$ cat config.mk
export PLATFORM = sky130hd
export DESIGN_NAME = iob_cache_line_fill_flat
export DESIGN_NICKNAME = d
export VERILOG_FILES = /design/src/rtl/iob_cache_pkg.sv /design/src/rtl/iob_cache_line_fill_if.sv /design/src/rtl/iob_cache_line_buf.sv /design/src/rtl/iob_cache_line_fill.sv /design/src/flat_wrapper.sv
export SDC_FILE = /design/constraint.sdc
export NUM_CORES = 1
export LEC_CHECK = 0
export ABC_AREA = 0
export CORE_MARGIN = 2
export CORE_UTILIZATION = 35
export CTS_CLUSTER_DIAMETER = 50
export DETAILED_ROUTE_END_ITERATION = 7
export SLEW_MARGIN = 20
export SYNTH_ARGS = -nofsm -noshare
export SYNTH_HDL_FRONTEND = slang
export SYNTH_HIERARCHICAL = 1
export SYNTH_SLANG_ARGS = --single-unit
$ cat constraint.sdc
create_clock -name clk_i -period 2.05 [get_ports clk_i]
set_input_delay 0.3075 -clock clk_i [delete_from_list [all_inputs] [get_ports clk_i]]
set_output_delay 0.3075 -clock clk_i [all_outputs]
set_load 0.1 [all_outputs]
$ cat src/rtl/iob_cache_pkg.sv
// Shared definitions for the cache line-fill path.
//   fill_state_t   : line-fill FSM state encoding
//   calc_line2be_w : log2 of back-end beats per cache line
//   calc_cnt_w     : beat index / counter width (never below one bit)
package iob_cache_pkg;

  typedef enum logic [1:0] {
    ST_IDLE    = 2'd0,
    ST_COLLECT = 2'd1,
    ST_COMMIT  = 2'd2
  } fill_state_t;

  // Each beat carries be_data_w/fe_data_w front-end words, so the beat count
  // per line is the word count divided by that ratio.
  function automatic int calc_line2be_w(input int fe_data_w, input int be_data_w,
                                        input int word_offset_w);
    return word_offset_w - $clog2(be_data_w / fe_data_w);
  endfunction

  // A one-beat line still needs a one-bit index port.
  function automatic int calc_cnt_w(input int line2be_w);
    return (line2be_w > 0) ? line2be_w : 1;
  endfunction

endpackage

$ cat src/rtl/iob_cache_line_fill_if.sv
// Back-end read channel carrying line-fill beats.
//   read_valid : beat strobe
//   read_addr  : beat index within the line
//   read_rdata : beat data
// Modports: master (memory side drives), slave (line-fill block receives).
interface iob_cache_line_fill_if #(
  parameter int BE_DATA_W = 32,
  parameter int ADDR_W    = 3
);
  logic                 read_valid;
  logic [ADDR_W-1:0]    read_addr;
  logic [BE_DATA_W-1:0] read_rdata;

  modport master (output read_valid, read_addr, read_rdata);
  modport slave  (input  read_valid, read_addr, read_rdata);
endinterface

$ cat src/rtl/iob_cache_line_buf.sv
// Line buffer: one register per beat slot, each written on its own enable,
// whole line readable in parallel.
//   clk, rst_n : clock, asynchronous active-low reset
//   we         : write strobe
//   waddr      : beat slot to write
//   wdata      : beat data
//   line       : every slot concatenated, slot 0 in the LSBs
module iob_cache_line_buf #(
  parameter int BEAT_W  = 32,
  parameter int BEATS_N = 8,
  parameter int ADDR_W  = 3
) (
  input  logic                      clk,
  input  logic                      rst_n,
  input  logic                      we,
  input  logic [ADDR_W-1:0]         waddr,
  input  logic [BEAT_W-1:0]         wdata,
  output logic [BEATS_N*BEAT_W-1:0] line
);

  logic [BEATS_N*BEAT_W-1:0] mem_r;

  // Slot storage; an index beyond the last slot writes nothing.
  always_ff @(posedge clk or negedge rst_n) begin
    if (!rst_n) begin
      mem_r <= '0;
    end else begin
      for (int b = 0; b < BEATS_N; b++) begin
        if (we && (waddr == ADDR_W'(b))) begin
          mem_r[b*BEAT_W +: BEAT_W] <= wdata;
        end
      end
    end
  end

  assign line = mem_r;

endmodule

$ cat src/rtl/iob_cache_line_fill.sv
// Cache line fill: collects back-end beats into a line buffer, forwards the
// missed (critical) word as soon as its beat arrives, then commits the line.
//   clk_i, reset_n_i : clock, asynchronous active-low reset
//   fill_start_i     : opens a fill (IDLE only); req_word_i sampled with it
//   rd_bus           : back-end read channel (slave modport)
//   crit_valid_o     : one pulse per fill, cycle after the critical beat
//   crit_data_o      : critical word, held until the next fill
//   line_we_o        : one-cycle data-memory write strobe (COMMIT)
//   line_data_o      : committed line, word 0 in the LSBs
//   busy_o           : fill in progress (COLLECT/COMMIT)
//   err_o            : sticky out-of-sequence beat flag, cleared per fill
module iob_cache_line_fill
  import iob_cache_pkg::*;
#(
  parameter int FE_DATA_W     = 32,
  parameter int BE_DATA_W     = 32,
  parameter int WORD_OFFSET_W = 3
) (
  input  logic                                    clk_i,
  input  logic                                    reset_n_i,
  input  logic                                    fill_start_i,
  input  logic [WORD_OFFSET_W-1:0]                req_word_i,
  iob_cache_line_fill_if.slave                    rd_bus,
  output logic                                    crit_valid_o,
  output logic [FE_DATA_W-1:0]                    crit_data_o,
  output logic                                    line_we_o,
  output logic [(2**WORD_OFFSET_W)*FE_DATA_W-1:0] line_data_o,
  output logic                                    busy_o,
  output logic                                    err_o
);

  localparam int LINE2BE_W = calc_line2be_w(FE_DATA_W, BE_DATA_W, WORD_OFFSET_W);
  localparam int BEATS_N   = 2**LINE2BE_W;
  localparam int CNT_W     = calc_cnt_w(LINE2BE_W);
  localparam int RATIO_W   = WORD_OFFSET_W - LINE2BE_W;
  localparam int LINE_W    = BEATS_N * BE_DATA_W;

  fill_state_t              state_r;
  logic [CNT_W-1:0]         beat_cnt_r;
  logic [WORD_OFFSET_W-1:0] req_word_r;
  logic                     crit_done_r;

  logic                     buf_we_s;
  logic                     last_beat_s;
  logic                     crit_hit_s;
  logic [WORD_OFFSET_W-1:0] crit_beat_s;
  logic [WORD_OFFSET_W-1:0] crit_sub_s;
  logic [FE_DATA_W-1:0]     crit_word_s;
  logic [LINE_W-1:0]        buf_line_s;
  logic [LINE_W-1:0]        merged_line_s;

  // Beat decode: buffer write, last beat, critical beat and its word slice.
  always_comb begin
    buf_we_s    = (state_r == ST_COLLECT) && rd_bus.read_valid;
    last_beat_s = (beat_cnt_r == CNT_W'(BEATS_N - 1));
    crit_beat_s = req_word_r >> RATIO_W;
    crit_sub_s  = req_word_r & WORD_OFFSET_W'((32'd1 << RATIO_W) - 32'd1);
    // crit_done_r keeps the pulse unique if a beat index repeats.
    crit_hit_s  = !crit_done_r && (WORD_OFFSET_W'(rd_bus.read_addr) == crit_beat_s);
    crit_word_s = FE_DATA_W'(rd_bus.read_rdata >> (int'(crit_sub_s) * FE_DATA_W));
  end

  // The last beat is written into the buffer on the same edge that loads
  // line_data_o, so splice it in here to commit the complete line at once.
  always_comb begin
    merged_line_s = buf_line_s;
    for (int b = 0; b < BEATS_N; b++) begin
      if (rd_bus.read_addr == CNT_W'(b)) begin
        merged_line_s[b*BE_DATA_W +: BE_DATA_W] = rd_bus.read_rdata;
      end else begin
        merged_line_s[b*BE_DATA_W +: BE_DATA_W] = buf_line_s[b*BE_DATA_W +: BE_DATA_W];
      end
    end
  end

  iob_cache_line_buf #(
    .BEAT_W (BE_DATA_W),
    .BEATS_N(BEATS_N),
    .ADDR_W (CNT_W)
  ) u_line_buf (
    .clk  (clk_i),
    .rst_n(reset_n_i),
    .we   (buf_we_s),
    .waddr(rd_bus.read_addr),
    .wdata(rd_bus.read_rdata),
    .line (buf_line_s)
  );

  // Fill FSM with registered outputs.
  always_ff @(posedge clk_i or negedge reset_n_i) begin
    if (!reset_n_i) begin
      state_r      <= ST_IDLE;
      beat_cnt_r   <= '0;
      req_word_r   <= '0;
      crit_done_r  <= 1'b0;
      crit_valid_o <= 1'b0;
      crit_data_o  <= '0;
      line_we_o    <= 1'b0;
      line_data_o  <= '0;
      busy_o       <= 1'b0;
      err_o        <= 1'b0;
    end else begin
      crit_valid_o <= 1'b0;
      line_we_o    <= 1'b0;
      case (state_r)
        ST_IDLE: begin
          if (fill_start_i) begin
            state_r     <= ST_COLLECT;
            req_word_r  <= req_word_i;
            beat_cnt_r  <= '0;
            crit_done_r <= 1'b0;
            err_o       <= 1'b0;
            busy_o      <= 1'b1;
          end
        end
        ST_COLLECT: begin
          if (rd_bus.read_valid) begin
            if (rd_bus.read_addr != beat_cnt_r) begin
              err_o <= 1'b1;
            end
            if (crit_hit_s) begin
              crit_valid_o <= 1'b1;
              crit_data_o  <= crit_word_s;
              crit_done_r  <= 1'b1;
            end
            if (last_beat_s) begin
              beat_cnt_r  <= '0;
              state_r     <= ST_COMMIT;
              line_we_o   <= 1'b1;
              line_data_o <= merged_line_s;
            end else begin
              beat_cnt_r <= beat_cnt_r + CNT_W'(1'b1);
            end
          end
        end
        ST_COMMIT: begin
          state_r <= ST_IDLE;
          busy_o  <= 1'b0;
        end
        default: begin
          state_r <= ST_IDLE;
          busy_o  <= 1'b0;
        end
      endcase
    end
  end

endmodule

$ cat src/flat_wrapper.sv
// flat-port wrapper written by rule: the top's interface ports become plain ports
module iob_cache_line_fill_flat import iob_cache_pkg::*;
#(
  parameter int FE_DATA_W     = 32,
  parameter int BE_DATA_W     = 32,
  parameter int WORD_OFFSET_W = 3
)
  (clk_i, reset_n_i, fill_start_i, req_word_i, crit_valid_o, crit_data_o, line_we_o, line_data_o, busy_o, err_o, rd_bus_read_valid, rd_bus_read_addr, rd_bus_read_rdata);
  iob_cache_line_fill_if #(.BE_DATA_W(BE_DATA_W), .ADDR_W(3)) rd_bus_i ();
  input  logic clk_i;
  input  logic reset_n_i;
  input  logic fill_start_i;
  input  logic [WORD_OFFSET_W-1:0] req_word_i;
  output logic crit_valid_o;
  output logic [FE_DATA_W-1:0] crit_data_o;
  output logic line_we_o;
  output logic [(2**WORD_OFFSET_W)*FE_DATA_W-1:0] line_data_o;
  output logic busy_o;
  output logic err_o;
  input wire logic [$bits(rd_bus_i.read_valid)-1:0] rd_bus_read_valid;
  input wire logic [$bits(rd_bus_i.read_addr)-1:0] rd_bus_read_addr;
  input wire logic [$bits(rd_bus_i.read_rdata)-1:0] rd_bus_read_rdata;
  assign rd_bus_i.read_valid = rd_bus_read_valid;
  assign rd_bus_i.read_addr = rd_bus_read_addr;
  assign rd_bus_i.read_rdata = rd_bus_read_rdata;
  iob_cache_line_fill #(.FE_DATA_W(FE_DATA_W), .BE_DATA_W(BE_DATA_W), .WORD_OFFSET_W(WORD_OFFSET_W)) u_core (.clk_i(clk_i), .reset_n_i(reset_n_i), .fill_start_i(fill_start_i), .req_word_i(req_word_i), .rd_bus(rd_bus_i), .crit_valid_o(crit_valid_o), .crit_data_o(crit_data_o), .line_we_o(line_we_o), .line_data_o(line_data_o), .busy_o(busy_o), .err_o(err_o));
endmodule
==> results of run 1 <==
-- worst max-delay path, stage by stage (launching register included) --
cell and delay [ns]:
dfrtp_1 0.37, and3b_2 0.33, buf_4 0.16, nor4b_4 0.26
buf_6 0.28, mux2_1 0.35
-- cell type report --
type / instances / area (um^2) / share of cell area (%)
multi-input cells: 1105 / 8710 / 28.6
inverters: 5 / 18.8 / 0.0616
clock buffers: 103 / 2150 / 7.07
clock inverters: 30 / 354 / 1.16
repair buffers: 460 / 4200 / 13.8
flip-flops and latches: 557 / 13900 / 45.8
well taps: 864 / 1080 / 3.55
-- where the power goes --
| part | leakage [nW] | switching [mW] | internal [mW] |
|---|---|---|---|
| combinational | 6.51 | 18.4 | 6.17 |
| sequential | 6.98 | 2.53 | 15.0 |
| clock | 1.21 | 5.01 | 7.93 |
| total | 14.7 | 26.0 | 29.1 |
-- routing by layer --
metal  wire, um  GRT usage, %  vias to the layer above  share of wire [%]
met5          0             0                        -                  0
met2      30000          29.7                      337                 47
met3       2780          3.53                       87                4.4
met1      29100          24.8                     7756                 46
li1           -             -                     7094                  -
met4       1440          5.84                        0                2.3
-- kinds of logic (layout without fill, tap and decap cells) --
| group | Yosys count | count (layout) | synth area share, % |
|---|---|---|---|
| flops | 557 | 557 | 59.3 |
| simple gates | 282 | 282 | 5.17 |
| xor+xnor | 6 | 6 | 0.320 |
| buf+inv | 161 | 598 | 3.90 |
| compound gates | 268 | 268 | 5.85 |
| mux | 547 | 547 | 25.3 |
| fa+ha+maj | 2 | 2 | 0.106 |
-- per-stage QoR --
| step | TNS (ns) | setup slack [ns] |
|---|---|---|
| 2_1_floorplan | 0 | 0.219 |
| 3_3_place_gp | -72.41 | -0.405 |
| 3_5_place_dp | -80.31 | -0.413 |
| 4_1_cts | 0 | 0.00772 |
| 5_1_grt | 0 | 0.0726 |
| 6_report | 0 | 0.133 |
-- worst max-delay path by stage --
stage / start / endpoint / slack, ns / cells past startpoint
2_1_floorplan: u_core/state_r[1]$_DFFE_PN0P_ / u_core/u_line_buf/line[71]$_DFFE_PN0P_ / 0.22 / 6
3_3_place_gp: rd_bus_read_valid / u_core/u_line_buf/line[7]$_DFFE_PN0P_ / -0.41 / 6
3_5_place_dp: rd_bus_read_valid / u_core/u_line_buf/line[8]$_DFFE_PN0P_ / -0.41 / 6
4_1_cts: u_core/state_r[1]$_DFFE_PN0P_ / u_core/u_line_buf/line[145]$_DFFE_PN0P_ / 0.008 / 4
5_1_grt: u_core/beat_cnt_r[0]$_DFFE_PN0P_ / u_core/line_data_o[157]$_DFFE_PN0P_ / 0.07 / 6
6_report: u_core/state_r[1]$_DFFE_PN0P_ / u_core/u_line_buf/line[16]$_DFFE_PN0P_ / 0.13 / 5
-- placed cells by master, fill, tap and decap left out, drive strengths merged, types with 6 or more instances in the layout --
master and n:
mux2i 256, a22o 6, inv 13, mux2 291
clkinvlp 7, o21ai 257, nand2 256, clkdlybuf4s50 40
clkinv 11, clkbuf 103, dfrtp 557, buf 419
-- timing repair --
| item | CTS | global route |
|---|---|---|
| setup endpoints to repair | 17 | 61 |
| gates resized for setup | 1 | 3 |
| setup buffers | 0 | 0 |
| hold buffers | 1 | 0 |
| gates cloned | 0 | 0 |
| endpoints found under the hold margin | 107 | 0 |
| pin swaps | 0 | 0 |
-- registers in the layout, indices dropped and copies added (netlist names) --
signal and flops:
u_core/crit_beat_s 3, u_core/err_o 1, u_core/crit_data_o 32, u_core/line_we_o 1
u_core/state_r 2, u_core/beat_cnt_r 3, u_core/crit_valid_o 1, u_core/u_line_buf/line 256
u_core/busy_o 1, u_core/crit_done_r 1, u_core/line_data_o 256
==> impl_metrics.py, run 1 <==
metrics = {
    "clock_tree": {
        "cts_buffers": 73,
        "cts_sinks": 557,
        "h-tree-depth": 3,
        "root_buffer": "clkbuf_16",
        "clk_latency_ns": 0.61,
        "clk_path_buf_depth": 3,
        "path_clk_slew_ns": 0.06,
        "cts_tree": "built",
    },
    "power_and_ir_drop": {
        "cellLeakagePower_nw": 14.7,
        "p_per_area_nw_per_um2": 1810,
        "finalPower_mw": 55.1,
        "peakVddDrop_uv": 1740,
    },
    "critical_path": {
        "reg2reg_depth": 5,
        "worstPathArrival_ns": 2.38,
        "timing.rr.start": "u_core/state_r[1]$_DFFE_PN0P_",
        "timing.reg2reg.setup_slack_ns": 0.13,
        "reg2reg_to": "u_core/u_line_buf/line[16]$_DFFE_PN0P_",
        "crit_fanout": 18,
        "critPathLaunchType": "flop",
        "path_class": "flop to flop",
        "end_kind": "flop",
        "critPathRequiredTime_ns": 2.52,
    },
    "sta": {
        "rsz0062_at_grt": "false",
        "hold_viol": 0,
        "slew_headroom_pct": 54.3,
        "worstMarginPinSlew_ns": 0.684,
        "max_freq_ghz": 0.522,
        "drv_slew": 0,
        "setup_violations": 0,
        "fin_crit_sh_pct": 93.5,
        "period_minus_slack_ns": 1.92,
        "fin_worst_skew_ns": 0.0220,
        "whs_ns": 0.196,
    },
    "finish": {
        "drive_above_1_share_pct": 36.4,
        "finish.utilization_pct": 46.1,
        "nFillCells": 6004,
        "nNetsFinal": 2246,
        "area_growth_pct": 29.6,
        "postLayoutCellArea_um2": 30500,
        "fin_cells": 3124,
        "n_antenna_cell": 0,
    },
    "yosys": {
        "syn_area_per_cell_um2": 12.9,
        "ys_seq_area_share_pct": 59.3,
        "synth_edf_count": 0,
        "synth_top_area_cell": "dfrtp_1",
        "synth.most_common_cell": "dfrtp_1",
        "ys_top_cells_by_count": "dfrtp_1 (557), mux2i_1 (256), nand2_1 (256)",
        "syn_inst": 1823,
        "yosysTopAreaCellShare_pct": 59.3,
        "synthFlopType": "dfrtp_1",
        "synth_seq_cells": 557,
        "yosysWarningCount": 6,
        "synthDistinctLibCells": 38,
        "async_flop_share_pct": 100,
        "syn-num-nets": 1867,
        "syn_area_um2": 23500,
        "synthTopCellsByArea": "dfrtp_1 (59%), mux2_2 (11%), mux2i_1 (11%), o21ai_0 (5.2%), nand2_1 (4.1%)",
    },
    "global_routing": {
        "antenna_found_initial": 0,
        "grt_max_degree": 93,
        "grt_usage_pct": 18.3,
        "grt_pass1_vias": 16300,
        "gr-total-overflow": 0,
        "grt_pass1_wl_mm": 98.7,
    },
    "min_path": {
        "hold_path_class": "input pin to asynchronous set/reset pin",
    },
    "run_status": {
        "status": "finished, final reports clean",
    },
    "floorplan": {
        "num_io_pins": 334,
        "core_area_um2": 66100,
        "die_w_um": 263,
        "initial_utilization_pct": 35.5,
        "dieArea_um2": 69200,
        "die_h_um": 263,
        "rows": 94,
    },
    "place": {
        "placedCellCount": 2990,
        "dp_hpwl_mm": 43.0,
        "place.gp.congestion": 0.803,
        "portBuffers": 333,
        "postPlaceCellArea_um2": 27900,
    },
    "detailed_routing": {
        "ant_nets": 0,
        "routed_via_density": 4.89,
        "drc": 0,
        "vias": 15300,
        "drt_pass1_iterations": 5,
        "first_iter_violations": 762,
        "routed_wl_mm": 63.3,
        "routedWlPerCell_um": 20.3,
    },
    "job": {
        "maxCapViolations": 0,
    },
}
(Power assumes the default switching activity.)
==> inputs of run 2 (changes only) <==
CORE_MARGIN = unset   (was 2)
==> run 2 against run 1 <==
The flow now finishes with violations (DRC); combinational power hardly changed; core utilization decreased by 0.42 points; design area fell by 0.92%; routed wire length is 1.0% lower; total power decreased by 1.4%; sequential power hardly changed; sequential cell count stayed put; setup slack got worse by 0.020 ns; critical path type unchanged; largest cell class unchanged.
==> impl_metrics.py, run 2 (synthesis gave the netlist of run 1 again) <==
metrics = {
    "critical_path": {
        "crit_end": "u_core/u_line_buf/line[10]$_DFFE_PN0P_",
        "reg2reg_depth": 5,
        "critPathRequiredTime_ns": 2.53,
        "timing.rr.start": "u_core/state_r[1]$_DFFE_PN0P_",
        "worstPathArrival_ns": 2.42,
        "critPathLaunchType": "flop",
        "path_class": "flop to flop",
        "crit_fanout": 26,
        "reg2reg_to": "u_core/u_line_buf/line[10]$_DFFE_PN0P_",
        "crit_start": "u_core/state_r[1]$_DFFE_PN0P_",
        "timing.reg2reg.setup_slack_ns": 0.11,
        "end_kind": "flop",
    },
    "finish": {
        "final_common_cell": "dfrtp_1",
        "nFillCells": 6000,
        "postLayoutCellArea_um2": 30200,
        "drive_above_1_share_pct": 36.0,
        "final-seq-area_um2": 13900,
        "n_antenna_cell": 0,
        "nNetsFinal": 2241,
        "multiInputGateArea_um2": 8710,
        "mostFrequentLayoutCells": "dfrtp_1 (557), buf_4 (368), mux2i_1 (256), nand2_1 (256), o21ai_0 (244)",
        "area_growth_pct": 28.5,
    },
    "sta": {
        "period_minus_slack_ns": 1.94,
        "hold_viol": 0,
        "fin_crit_sh_pct": 94.5,
        "fin_tns_setup_ns": 0,
        "max_freq_ghz": 0.516,
        "fin_worst_skew_ns": 0.0225,
        "setup_violations": 0,
        "worstMarginPinSlew_ns": 0.702,
        "drv_slew": 0,
        "rsz0062_at_grt": "false",
        "slew_headroom_pct": 53.0,
    },
    "floorplan": {
        "die_w_um": 261,
        "rows": 94,
        "core_area_um2": 66100,
        "dieArea_um2": 68200,
        "die_h_um": 261,
        "initial_utilization_pct": 35.5,
        "num_io_pins": 334,
    },
    "detailed_routing": {
        "first_iter_violations": 924,
        "routed_wl_mm": 62.7,
        "drt_pass1_iterations": 7,
        "routed_via_density": 4.88,
        "ant_nets": 0,
        "drc": 19,
        "vias": 15200,
        "routedWlPerCell_um": 20.1,
    },
    "job": {
        "maxCapViolations": 0,
    },
    "clock_tree": {
        "root_buffer": "clkbuf_16",
        "path_clk_slew_ns": 0.06,
        "clk_path_buf_depth": 3,
        "cts_sinks": 557,
        "clk_latency_ns": 0.60,
        "cts_tree": "built",
        "cts_buffers": 72,
        "h-tree-depth": 3,
    },
    "place": {
        "postPlaceCellArea_um2": 27800,
        "portBuffers": 333,
        "place.gp.congestion": 0.772,
        "dp_hpwl_mm": 42.5,
    },
    "run_status": {
        "status": "complete, but fails checks",
        "violations": "DRC",
    },
    "power_and_ir_drop": {
        "finalPower_mw": 54.3,
        "peakVddDrop_uv": 1660,
        "p_per_area_nw_per_um2": 1800,
        "cellLeakagePower_nw": 14.6,
    },
    "global_routing": {
        "grt_usage_pct": 18.4,
        "grt_max_degree": 99,
        "grt_pass1_wl_mm": 95.5,
        "gr-total-overflow": 0,
        "grt_pass1_vias": 15700,
        "antenna_found_initial": 0,
    },
    "min_path": {
        "hold_path_class": "input pin to asynchronous set/reset pin",
    },
}
==> run 2: cell count changes in the layout (fill, tap and decap cells not counted), sizes merged <==
| cell | previous run | this run |
|---|---|---|
| buf | 419 | 415 |
| bufinv | 4 | 3 |
| clkbuf | 103 | 93 |
| clkinvlp | 7 | 8 |
| inv | 13 | 17 |
==> run 2: worst min-delay path by stage <==
stage | start | end | slack, ns | cells after the start
4_1_cts | reset_n_i | u_core/line_data_o[134]$_DFFE_PN0P_ | 0.12 | 2
5_1_grt | reset_n_i | u_core/u_line_buf/line[40]$_DFFE_PN0P_ | 0.15 | 2
2_1_floorplan | reset_n_i | u_core/beat_cnt_r[0]$_DFFE_PN0P_ | 0.01 | 0
3_3_place_gp | reset_n_i | u_core/u_line_buf/line[41]$_DFFE_PN0P_ | 0.19 | 1
3_5_place_dp | reset_n_i | u_core/u_line_buf/line[41]$_DFFE_PN0P_ | 0.19 | 1
6_report | reset_n_i | u_core/u_line_buf/line[40]$_DFFE_PN0P_ | 0.16 | 2
==> run 2: cell type report <==
type                    count  share of cell area [%]
inverters                   5                  0.0622
well taps                 864                    3.58
clock inverters            34                    1.22
repair buffers            456                    13.6
clock buffers              93                    6.46
multi-input cells        1105                    28.9
flip-flops and latches    557                    46.2
==> run 2: what timing repair did <==
item	CTS	global route
buffers inserted	0	0
endpoints found under the setup margin	3	0
resized for setup	1	0
hold buffers	1	0
endpoints found under the hold margin	268	0
==> run 2: layer usage <==
metal | GRT usage (%) | vias up | wire, um | part of all wire, %
met2 | 28.9 | 319 | 29100 | 47
met4 | 5.04 | 0 | 1370 | 2.2
met3 | 3.46 | 87 | 3160 | 5.0
li1 | - | 7081 | - | -
met5 | 0 | - | 0 | 0
met1 | 26.0 | 7722 | 29000 | 46
==> run 2: critical path, stage by stage (launching register included) <==
cell	delay, ns
dfrtp_1	0.38
and3b_2	0.33
buf_4	0.15
nor4b_4	0.28
buf_12	0.28
mux2_2	0.37
==> run 2: report_power, final <==
group / switching (mW) / internal, mW
combinational: 18.4 / 6.15
sequential: 2.54 / 15.0
clock: 4.99 / 7.22
total: 25.9 / 28.4
==> run 2: per-stage QoR <==
step	instances	hold WS [ns]	utilization, %	setup slack, ns
floorplan	1823	0.0119	-	0.219
global placement	2986	0.192	42.1	-0.327
detailed placement	2986	0.193	42.1	-0.360
CTS	3114	0.118	45.7	0.0851
global route	3114	0.147	45.7	0.0469
finish	3114	0.155	45.7	0.113
